===== src/rtl/cache_dfp_arbiter_pkg.sv =====
// Shared types for the cache-to-memory (DFP) arbiter.
// Covers arbiter state, port owner and the latched line request.
package cache_dfp_arbiter_pkg;

    localparam int DFP_ADDR_W = 32;
    localparam int DFP_LINE_W = 256;
    localparam int OFFSET_W   = 5;

    typedef enum logic [1:0] {
        IDLE,
        BUSY,
        DONE
    } arb_state_t;

    typedef enum logic {
        OWN_I,
        OWN_D
    } arb_owner_t;

    typedef enum logic {
        OP_READ,
        OP_WRITE
    } dfp_op_t;

    typedef struct packed {
        logic [DFP_ADDR_W-1:0] addr;
        dfp_op_t               op;
        logic [DFP_LINE_W-1:0] wdata;
    } dfp_req_t;

    // A request with both strobes high is treated as a write.
    function automatic dfp_op_t op_of(input logic wr);
        return wr ? OP_WRITE : OP_READ;
    endfunction

endpackage


===== src/rtl/cache_dfp_arbiter.sv =====
// Round-robin arbiter sharing one 256-bit memory port between icache and dcache.
// Holds the granted request stable on the memory port until mem_resp.
module cache_dfp_arbiter
    import cache_dfp_arbiter_pkg::*;
#(
    parameter int ADDR_W = DFP_ADDR_W,
    parameter int LINE_W = DFP_LINE_W
) (
    input  logic              clk,
    input  logic              rst_n,
    input  logic [ADDR_W-1:0] i_addr,
    input  logic              i_read,
    input  logic              i_write,
    input  logic [LINE_W-1:0] i_wdata,
    output logic [LINE_W-1:0] i_rdata,
    output logic              i_resp,
    input  logic [ADDR_W-1:0] d_addr,
    input  logic              d_read,
    input  logic              d_write,
    input  logic [LINE_W-1:0] d_wdata,
    output logic [LINE_W-1:0] d_rdata,
    output logic              d_resp,
    output logic [ADDR_W-1:0] mem_addr,
    output logic              mem_read,
    output logic              mem_write,
    output logic [LINE_W-1:0] mem_wdata,
    input  logic [LINE_W-1:0] mem_rdata,
    input  logic              mem_resp
);

    localparam logic [ADDR_W-1:0] LINE_MASK = ~ADDR_W'((1 << OFFSET_W) - 1);

    arb_state_t state_q, state_d;
    arb_owner_t owner_q, owner_d;
    arb_owner_t last_grant_q, last_grant_d;
    dfp_req_t   txn_q, txn_d;

    logic       i_req;
    logic       d_req;
    logic       grant_valid;
    arb_owner_t grant_who;

    // last_grant starts at D so the very first tie goes to the icache.
    always_ff @(posedge clk or negedge rst_n) begin
        if (!rst_n) begin
            state_q      <= IDLE;
            owner_q      <= OWN_I;
            last_grant_q <= OWN_D;
            txn_q        <= '0;
        end else begin
            state_q      <= state_d;
            owner_q      <= owner_d;
            last_grant_q <= last_grant_d;
            txn_q        <= txn_d;
        end
    end

    always_comb begin
        i_req        = i_read | i_write;
        d_req        = d_read | d_write;
        state_d      = state_q;
        owner_d      = owner_q;
        last_grant_d = last_grant_q;
        txn_d        = txn_q;
        grant_valid  = 1'b0;
        grant_who    = OWN_I;
        i_rdata      = '0;
        i_resp       = 1'b0;
        d_rdata      = '0;
        d_resp       = 1'b0;
        mem_addr     = '0;
        mem_read     = 1'b0;
        mem_write    = 1'b0;
        mem_wdata    = '0;

        unique case (state_q)
            IDLE: begin
                if (i_req && d_req) begin
                    grant_valid = 1'b1;
                    grant_who   = (last_grant_q == OWN_I) ? OWN_D : OWN_I;
                end else if (i_req) begin
                    grant_valid = 1'b1;
                    grant_who   = OWN_I;
                end else if (d_req) begin
                    grant_valid = 1'b1;
                    grant_who   = OWN_D;
                end
            end
            BUSY: begin
                mem_addr  = txn_q.addr;
                mem_wdata = txn_q.wdata;
                mem_read  = (txn_q.op == OP_READ);
                mem_write = (txn_q.op == OP_WRITE);
                if (mem_resp) begin
                    state_d = DONE;
                    if (owner_q == OWN_I) begin
                        i_resp = 1'b1;
                        if (txn_q.op == OP_READ) i_rdata = mem_rdata;
                    end else begin
                        d_resp = 1'b1;
                        if (txn_q.op == OP_READ) d_rdata = mem_rdata;
                    end
                end
            end
            DONE: begin
                // The owner's request is still up from the finished transaction; only the other side may win here.
                if (owner_q == OWN_I && d_req) begin
                    grant_valid = 1'b1;
                    grant_who   = OWN_D;
                end else if (owner_q == OWN_D && i_req) begin
                    grant_valid = 1'b1;
                    grant_who   = OWN_I;
                end else begin
                    state_d = IDLE;
                end
            end
            default: state_d = IDLE;
        endcase

        if (grant_valid) begin
            state_d      = BUSY;
            owner_d      = grant_who;
            last_grant_d = grant_who;
            if (grant_who == OWN_I) begin
                txn_d.addr  = i_addr & LINE_MASK;
                txn_d.op    = op_of(i_write);
                txn_d.wdata = i_wdata;
            end else begin
                txn_d.addr  = d_addr & LINE_MASK;
                txn_d.op    = op_of(d_write);
                txn_d.wdata = d_wdata;
            end
        end
    end

endmodule

===== config.mk =====
export PLATFORM = sky130hd
export DESIGN_NAME = cache_dfp_arbiter
export DESIGN_NICKNAME = d
export VERILOG_FILES = /design/src/rtl/cache_dfp_arbiter_pkg.sv /design/src/rtl/cache_dfp_arbiter.sv
export SDC_FILE = /design/constraint.sdc
export NUM_CORES = 1
export LEC_CHECK = 0
export CORE_AREA = 2 2 635 637
export CTS_CLUSTER_SIZE = 20
export DETAILED_ROUTE_END_ITERATION = 8
export DIE_AREA = 0 0 637 639
export SKIP_CTS_REPAIR_TIMING = 1
export SLEW_MARGIN = 20
export SYNTH_ARGS = -nofsm -noshare
export SYNTH_HDL_FRONTEND = slang
export SYNTH_SLANG_ARGS = --single-unit

===== constraint.sdc =====
create_clock -name clk -period 2.1 [get_ports clk]
set_input_delay 0.42 -clock clk [delete_from_list [all_inputs] [get_ports clk]]
set_output_delay 0.42 -clock clk [all_outputs]
set_load 0.05 [all_outputs]

==> results by group, run 1 <==
Timing
  – Period utilisation layout: 1.41
  – Setup TNS: -550.11 ns
  – Maximum clock rate: approximately 0.34 GHz
  – Final Max Tran Viols: 0
  – Setup Skew: 0.0626 ns
  – Headroom to the max-slew limit: 0.515
  – Measured slew at the worst slew-check pin: 0.727 ns
  – Hold WS: around 0.27 ns
  – Period minus WS final: 2.96 ns
  – RSZ-0062 raised after global routing: true
  – Final hold viol count: 0
  – Final WS setup: -0.857 ns
  – Final setup viols: 971

Global route
  – GR Overflow Total: 0
  – Vias in the first global route: 24900
  – GRT Total Usage: 0.163
  – First-pass GRT wire length: ~400 mm
  – Largest net degree at the start of global routing: approximately 110
  – Initial antenna violation count: 356

Die
  – Ports: around 1600
  – Die Ht: between 600 and 700 um
  – Die ar.: 407000 sq um
  – Rows: ~230
  – Die width: 637 um
  – Core region area: 401000 sq um
  – Initial core utilization: 0.0495

Clock tree
  – Clock tree buffer depth: 3
  – Clock transition at path regs: 0.06 ns
  – CTS tree: done
  – Clock root buffer master: clkbuf_16
  – Clock sinks: 288
  – Number of H-tree levels: 2
  – Num CTS Buffers: around 40
  – Worst skew pair latency: between 0.6 and 0.7 ns

Pwr
  – Leakage: between 20 and 25 nW
  – Peak VDD IR: around 1.2 mV
  – Pwr Density: roughly 1500 nW/um^2
  – Tot Pwr: around 87 mW

Detailed routing
  – DR WL/cell: about 37 um
  – Pre-antenna DRT Iters: 5
  – Vias post-DR: approximately 26000
  – Routed Antenna Nets: 0
  – Drt drc: 0
  – Detailed Route WL: 352 mm
  – Initial DRC Count: 1274
  – Avg Vias per Cell: about 2.7

Critical path
  – Critical Path End Type: output pin
  – Crit path largest cell delay: 0.38 ns
  – Critical path class: flip-flop to output pin
  – Req. time, crit path: 1.68 ns
  – CP Max Fanout: 8
  – CP max stage cell: dfrtp_1
  – Top Family by Delay on Critical Path: buffers and inverters
  – Cell mode on critical path: buf_12
  – Worst Setup Start Kind: flip-flop
  – Cell chain of the critical path: and2b_4 -> and2_4 -> buf_6 -> nand2b_4 -> buf_12 -> buf_16 -> buf_8 -> nor2_4 -> buf_12
  – WP data arrival: around 2.5 ns
  – WP buf/inv: 5

Finish
  – Post-layout util: 0.144
  – Share of layout cells above drive strength 1: 0.406
  – Fill cell count: roughly 45000
  – Most frequent cells in the layout: buf_12 (892), clkdlybuf4s50_1 (827), nor2_1 (435), dfrtp_1 (286), and2_1 (285)
  – Most common cell after layout, fill and taps aside: buf_12
  – Non-filler cells, final: between 9000 and 10000
  – Fin area: 57700 sq um
  – Final nets: 5098
  – Synthesis-to-layout area growth: 191%

Yosys
  – Post-Syn Area: between 15000 and 20000 sq um
  – Post-synthesis cell count: between 2000 and 2500
  – Post-Synth XOR/XNOR Area: 0
  – Synth Area in Simple Gates: 0.325
  – Seq cells post-synth: 288
  – Syn Area/Cell: 8.14 sq um
  – Syn. warnings: 0
  – Register area share after synthesis: 0.363
  – Multiplexer area fraction after synthesis: 0.143
  – Main combinational cell family by area after synthesis: simple AND/OR/NAND/NOR gates
  – Synthesized-area fraction occupied by adder cells: 0
  – Unique cell type count in the Yosys netlist: 26
  – Compound-Gate Fraction of Synth Area: 0.0966

Placed design
  – Gpl congestion: around 0.96
  – Pre-CTS setup slack: -1.17 ns
  – HPWL Detailed: approximately 320 mm
  – Port buffer count: between 1500 and 2000
  – Placed Area: 53900 sq um
  – Post-Place Cells: 9465

Job
  – Total of max-cap violations: 0

Min path
  – Hold Path Class: primary input to async pin

Status
  – Violated checks: setup timing
  – Status: finished, violations left
[report_power, final]
group,switching [mW],internal [mW],leakage [nW]
registers,1.48,8.37,3.18
clock network,3.25,4.48,0.692
logic,42.0,27.2,16.3
[worst paths after layout]
kind / startpoint / end / slack (ns) / cells after the start
setup / recovery: state_q[1] / i_rdata[32] / -0.86 / 9
hold / removal: rst_n / txn_q[256] / 0.27 / 2
setup reg to reg: state_q[1] / txn_q[192] / -0.29 / 9
hold reg to reg: txn_q[136] / txn_q[136] / 0.50 / 2
max in group asynchronous: rst_n / txn_q[98] / 1.03 / 3
min in group clk: i_wdata[234] / txn_q[234] / 0.40 / 3
[kinds of logic (layout without fill, tap and decap cells)]
kind of cell | Yosys count | in the layout
and+or+nand+nor | 1350 | 1350
AOI/OAI and AO/OA | 295 | 295
DFF | 288 | 288
muxes | 284 | 284
buffers and inverters | 220 | 2068
other | 1 | 52
[flip-flops by register name (all words and copies together) (netlist names)]
| name | cells |
|---|---|
| txn_q | 284 |
| owner_q | 1 |
| last_grant_q | 1 |
| state_q | 2 |
[layer usage]
| layer | global-route usage | routed length [um] |
|---|---|---|
| met1 | 0.164 | 119000 |
| met2 | 0.297 | 177000 |
| met3 | 0.0844 | 42500 |
| met4 | 0.0378 | 12700 |
| met5 | 0 | 1200 |
[synthesized netlist by cell type]
library cell	count	area, sq um
nor2_1	800	3000
dfrtp_1	287	7180
and2_1	286	1790
mux2i_1	284	2840
nand2b_1	258	1610
a21oi_1	175	876
a21oi_2	109	955
buf_2	98	490
clkbuf_1	79	297
buf_12	23	460
buf_4	11	82.6
buf_8	6	90.1
o21ai_0	4	20.0
inv_1	3	11.3
nor2b_1	3	18.8
o21bai_1	2	15.0
a211oi_2	1	12.5
a221oi_2	1	15.0
a22oi_1	1	7.51
and2b_1	1	7.51
conb_1	1	3.75
dfstp_2	1	26.3
nand2_1	1	3.75
o2bb2ai_1	1	8.76
o31ai_1	1	7.51
or2_1	1	6.26
[area by class of cell]
type	count	area, sq um	area share
well taps	5287	6620	0.115
diodes	47	118	0.00204
clock inverters	18	224	0.00388
flip-flops and latches	288	7210	0.125
clock buffers	56	1190	0.0207
inverters	3	11.3	0.000195
multi-input cells	1934	13500	0.235
repair buffers	1991	28800	0.499
[worst register-to-register path, stage by stage, from the launching register on]
cell and delay (ns):
dfrtp_1 0.38, buf_4 0.13, buf_4 0.14, and2_1 0.19, a211oi_4 0.23, buf_12 0.23, buf_12 0.26, mux2i_1 0.46
buf_4 0.21, a21oi_1 0.06
Power figures use the tool's default switching activity.
==> run 2, diff against run 1 <==
MAX_ROUTING_LAYER = met4   (was default)
==> results by group, run 2 (synthesized netlist as in run 1, its figures left out) <==
Critical path
  – CP max stage cell: dfrtp_1 (unchanged)
  – CP Max Fanout: 4 (was 8)
  – Top Family by Delay on Critical Path: simple AND/OR/NAND/NOR gates (was buffers and inverters)
  – CP startpoint: state_q[1] (unchanged)
  – WP data arrival: 2.60 ns (was 2.54 ns)
  – Worst r2r src: state_q[1] (unchanged)
  – Worst Setup Start Kind: flip-flop (unchanged)
  – Req. time, crit path: 1.68 ns (about the same)
  – Critical path class: flip-flop to output pin (unchanged)
  – Cell chain of the critical path: and2b_4 -> and2_4 -> buf_6 -> nand2b_4 -> buf_12 -> buf_12 -> buf_6 -> nor2_4 -> buf_12 (was and2b_4 -> and2_4 -> buf_6 -> nand2b_4 -> buf_12 -> buf_16 -> buf_8 -> nor2_4 -> buf_12)
  – WP buf/inv: 5 (unchanged)
  – Setup slack, reg-to-reg: -0.36 ns (was -0.29 ns)
  – Critical path depth in cells: 9 (unchanged)
  – Cell mode on critical path: buf_12 (unchanged)
  – Worst R2R End: txn_q[190] (was txn_q[192])
  – Critical Path End Type: output pin (unchanged)
  – Worst setup endpoint: i_rdata[32] (unchanged)
  – Worst r2r path cells: 9 (unchanged)
  – Crit path largest cell delay: 0.37 ns (was 0.38 ns)

Status
  – Status: finished, violations left (unchanged)
  – Violated checks: setup timing (unchanged)

Die
  – Die width: 637 um (unchanged)
  – Core region area: 401000 sq um (unchanged)
  – Initial core utilization: 0.0495 (unchanged)
  – Die Ht: 639 um (unchanged)
  – Rows: 233 (unchanged)
  – Die ar.: 407000 sq um (unchanged)
  – Ports: 1643 (unchanged)

Global route
  – First-pass GRT wire length: 402 mm (was 400 mm)
  – Largest net degree at the start of global routing: 69 (was 114)
  – GRT Total Usage: 0.169 (was 0.163)
  – Initial antenna violation count: 345 (was 356)
  – GR Overflow Total: 0 (unchanged)
  – Vias in the first global route: 25000 (was 24900)

Detailed routing
  – Pre-antenna DRT Iters: 5 (unchanged)
  – Detailed Route WL: 348 mm (was 352 mm)
  – Initial DRC Count: 1510 (was 1274)
  – Avg Vias per Cell: 2.67 (was 2.73)
  – Drt drc: 0 (unchanged)
  – DR WL/cell: 35.8 um (was 36.6 um)
  – Vias post-DR: 26000 (was 26300)
  – Routed Antenna Nets: 0 (unchanged)

Timing
  – RSZ-0062 raised after global routing: true (unchanged)
  – Maximum clock rate: 0.331 GHz (was 0.338 GHz)
  – Period minus WS final: 3.02 ns (was 2.96 ns)
  – Final WS setup: -0.919 ns (was -0.857 ns)
  – Hold WS: 0.268 ns (was 0.267 ns)
  – Measured slew at the worst slew-check pin: 0.512 ns (was 0.727 ns)
  – Period utilisation layout: 1.44 (was 1.41)
  – Headroom to the max-slew limit: 0.649 (was 0.515)
  – Final hold viol count: 0 (unchanged)
  – Setup Skew: 0.0563 ns (was 0.0626 ns)
  – Final Max Tran Viols: 0 (unchanged)
  – Final setup viols: 940 (was 971)

Clock tree
  – Number of H-tree levels: 2 (unchanged)
  – Num CTS Buffers: 40 (was 41)
  – Clock tree buffer depth: 3 (unchanged)
  – Clock root buffer master: clkbuf_16 (unchanged)
  – CTS tree: done (unchanged)
  – Clock transition at path regs: 0.05 ns (was 0.06 ns)
  – Clock sinks: 288 (unchanged)
  – Worst skew pair latency: 0.66 ns (was 0.67 ns)

Finish
  – Largest Register: txn_q (unchanged)
  – Share of layout cells above drive strength 1: 0.401 (was 0.406)
  – Fin area: 57500 sq um (was 57700 sq um)
  – Number of flip-flops in the largest register: 284 (unchanged)
  – Most common cell after layout, fill and taps aside: buf_12 (unchanged)
  – Final nets: 5096 (was 5098)
  – Synthesis-to-layout area growth: 190% (was 191%)
  – Post-layout util: 0.143 (was 0.144)
  – Most frequent cells in the layout: buf_12 (897), clkdlybuf4s50_1 (826), nor2_1 (454), dfrtp_1 (286) (was buf_12 (892), clkdlybuf4s50_1 (827), nor2_1 (435), dfrtp_1 (286), and2_1 (285))
  – Top flop regs: txn_q (284), state_q (2) (unchanged)

Pwr
  – Leakage: 20.1 nW (was 20.2 nW)
  – Tot Pwr: 86.0 mW (was 86.7 mW)
  – Peak VDD IR: 1.00 mV (was 1.18 mV)
  – Pwr Density: 1500 nW/um^2 (about the same)

Job
  – Total of max-cap violations: 0 (unchanged)

Placed design
  – Pre-CTS setup slack: -1.47 ns (was -1.17 ns)
  – Placed Area: 54000 sq um (was 53900 sq um)
  – Gpl congestion: 0.956 (unchanged)
  – Port buffer count: 1627 (unchanged)
  – HPWL Detailed: 324 mm (was 322 mm)

Min path
  – Hold Path Class: primary input to async pin (unchanged)
## run 2: changes by cell type in the layout (fill, tap and decap cells not counted), moves of 3 or more
cell       previous run  this run
diode_2              47       165
nor2_4              252       198
nor2_2              113       148
nor2_1              435       454
clkbuf_16            58        49
clkbuf_8             11         5
buf_12              892       897
buf_16               11         6
buf_8                 5         8
nand2b_4             11         8
## run 2: where the power goes
part           total [mW]  switching [mW]  internal [mW]
Sequential           9.97            1.60           8.37
Clock                7.83            3.37           4.46
Combinational        68.2            41.3           26.9
Total                86.0            46.3           39.7
## run 2: area by class of cell
class,instances,area (sq um)
antenna,165,413
clock inverter,22,312
timing repair buffer,1990,28600
fill,45000,343000
inverter,3,11.3
tap,5287,6620
clock buffer,51,1090
multi-input combinational,1934,13200
sequential,288,7210
## run 2: per-layer routing
metal	global-route usage	vias to the layer above	routed length (um)
li1	-	11700	-
met1	0.165	12200	120000
met2	0.290	1652	175000
met3	0.0840	507	41000
met4	0.0536	0	12300
met5	-	-	0
## run 2: metrics by stage
| step | TNS [ns] | std cells |
|---|---|---|
| floorplan | -103.56 | 2442 |
| global placement | -569.10 | 9472 |
| detailed placement | -576.87 | 9473 |
| CTS | -654.03 | 9546 |
| global route | -661.51 | 9717 |
| finish | -556.42 | 9740 |
## run 2: worst min-delay path by stage
stage / to / depth (start not counted) / startpoint / slack, ns
global placement: txn_q[116] / 1 / rst_n / 0.30
floorplan: owner_q / 0 / rst_n / 0.12
detailed placement: txn_q[116] / 1 / rst_n / 0.30
CTS: txn_q[116] / 1 / rst_n / -0.38
global route: txn_q[116] / 2 / rst_n / 0.24
finish: txn_q[116] / 2 / rst_n / 0.27
==> run 3, diff against run 2 <==
TNS_END_PERCENT = 100   (was default)
==> results of run 3 <==
No change in the layout: final DEF, timing and power equal those of run 2.
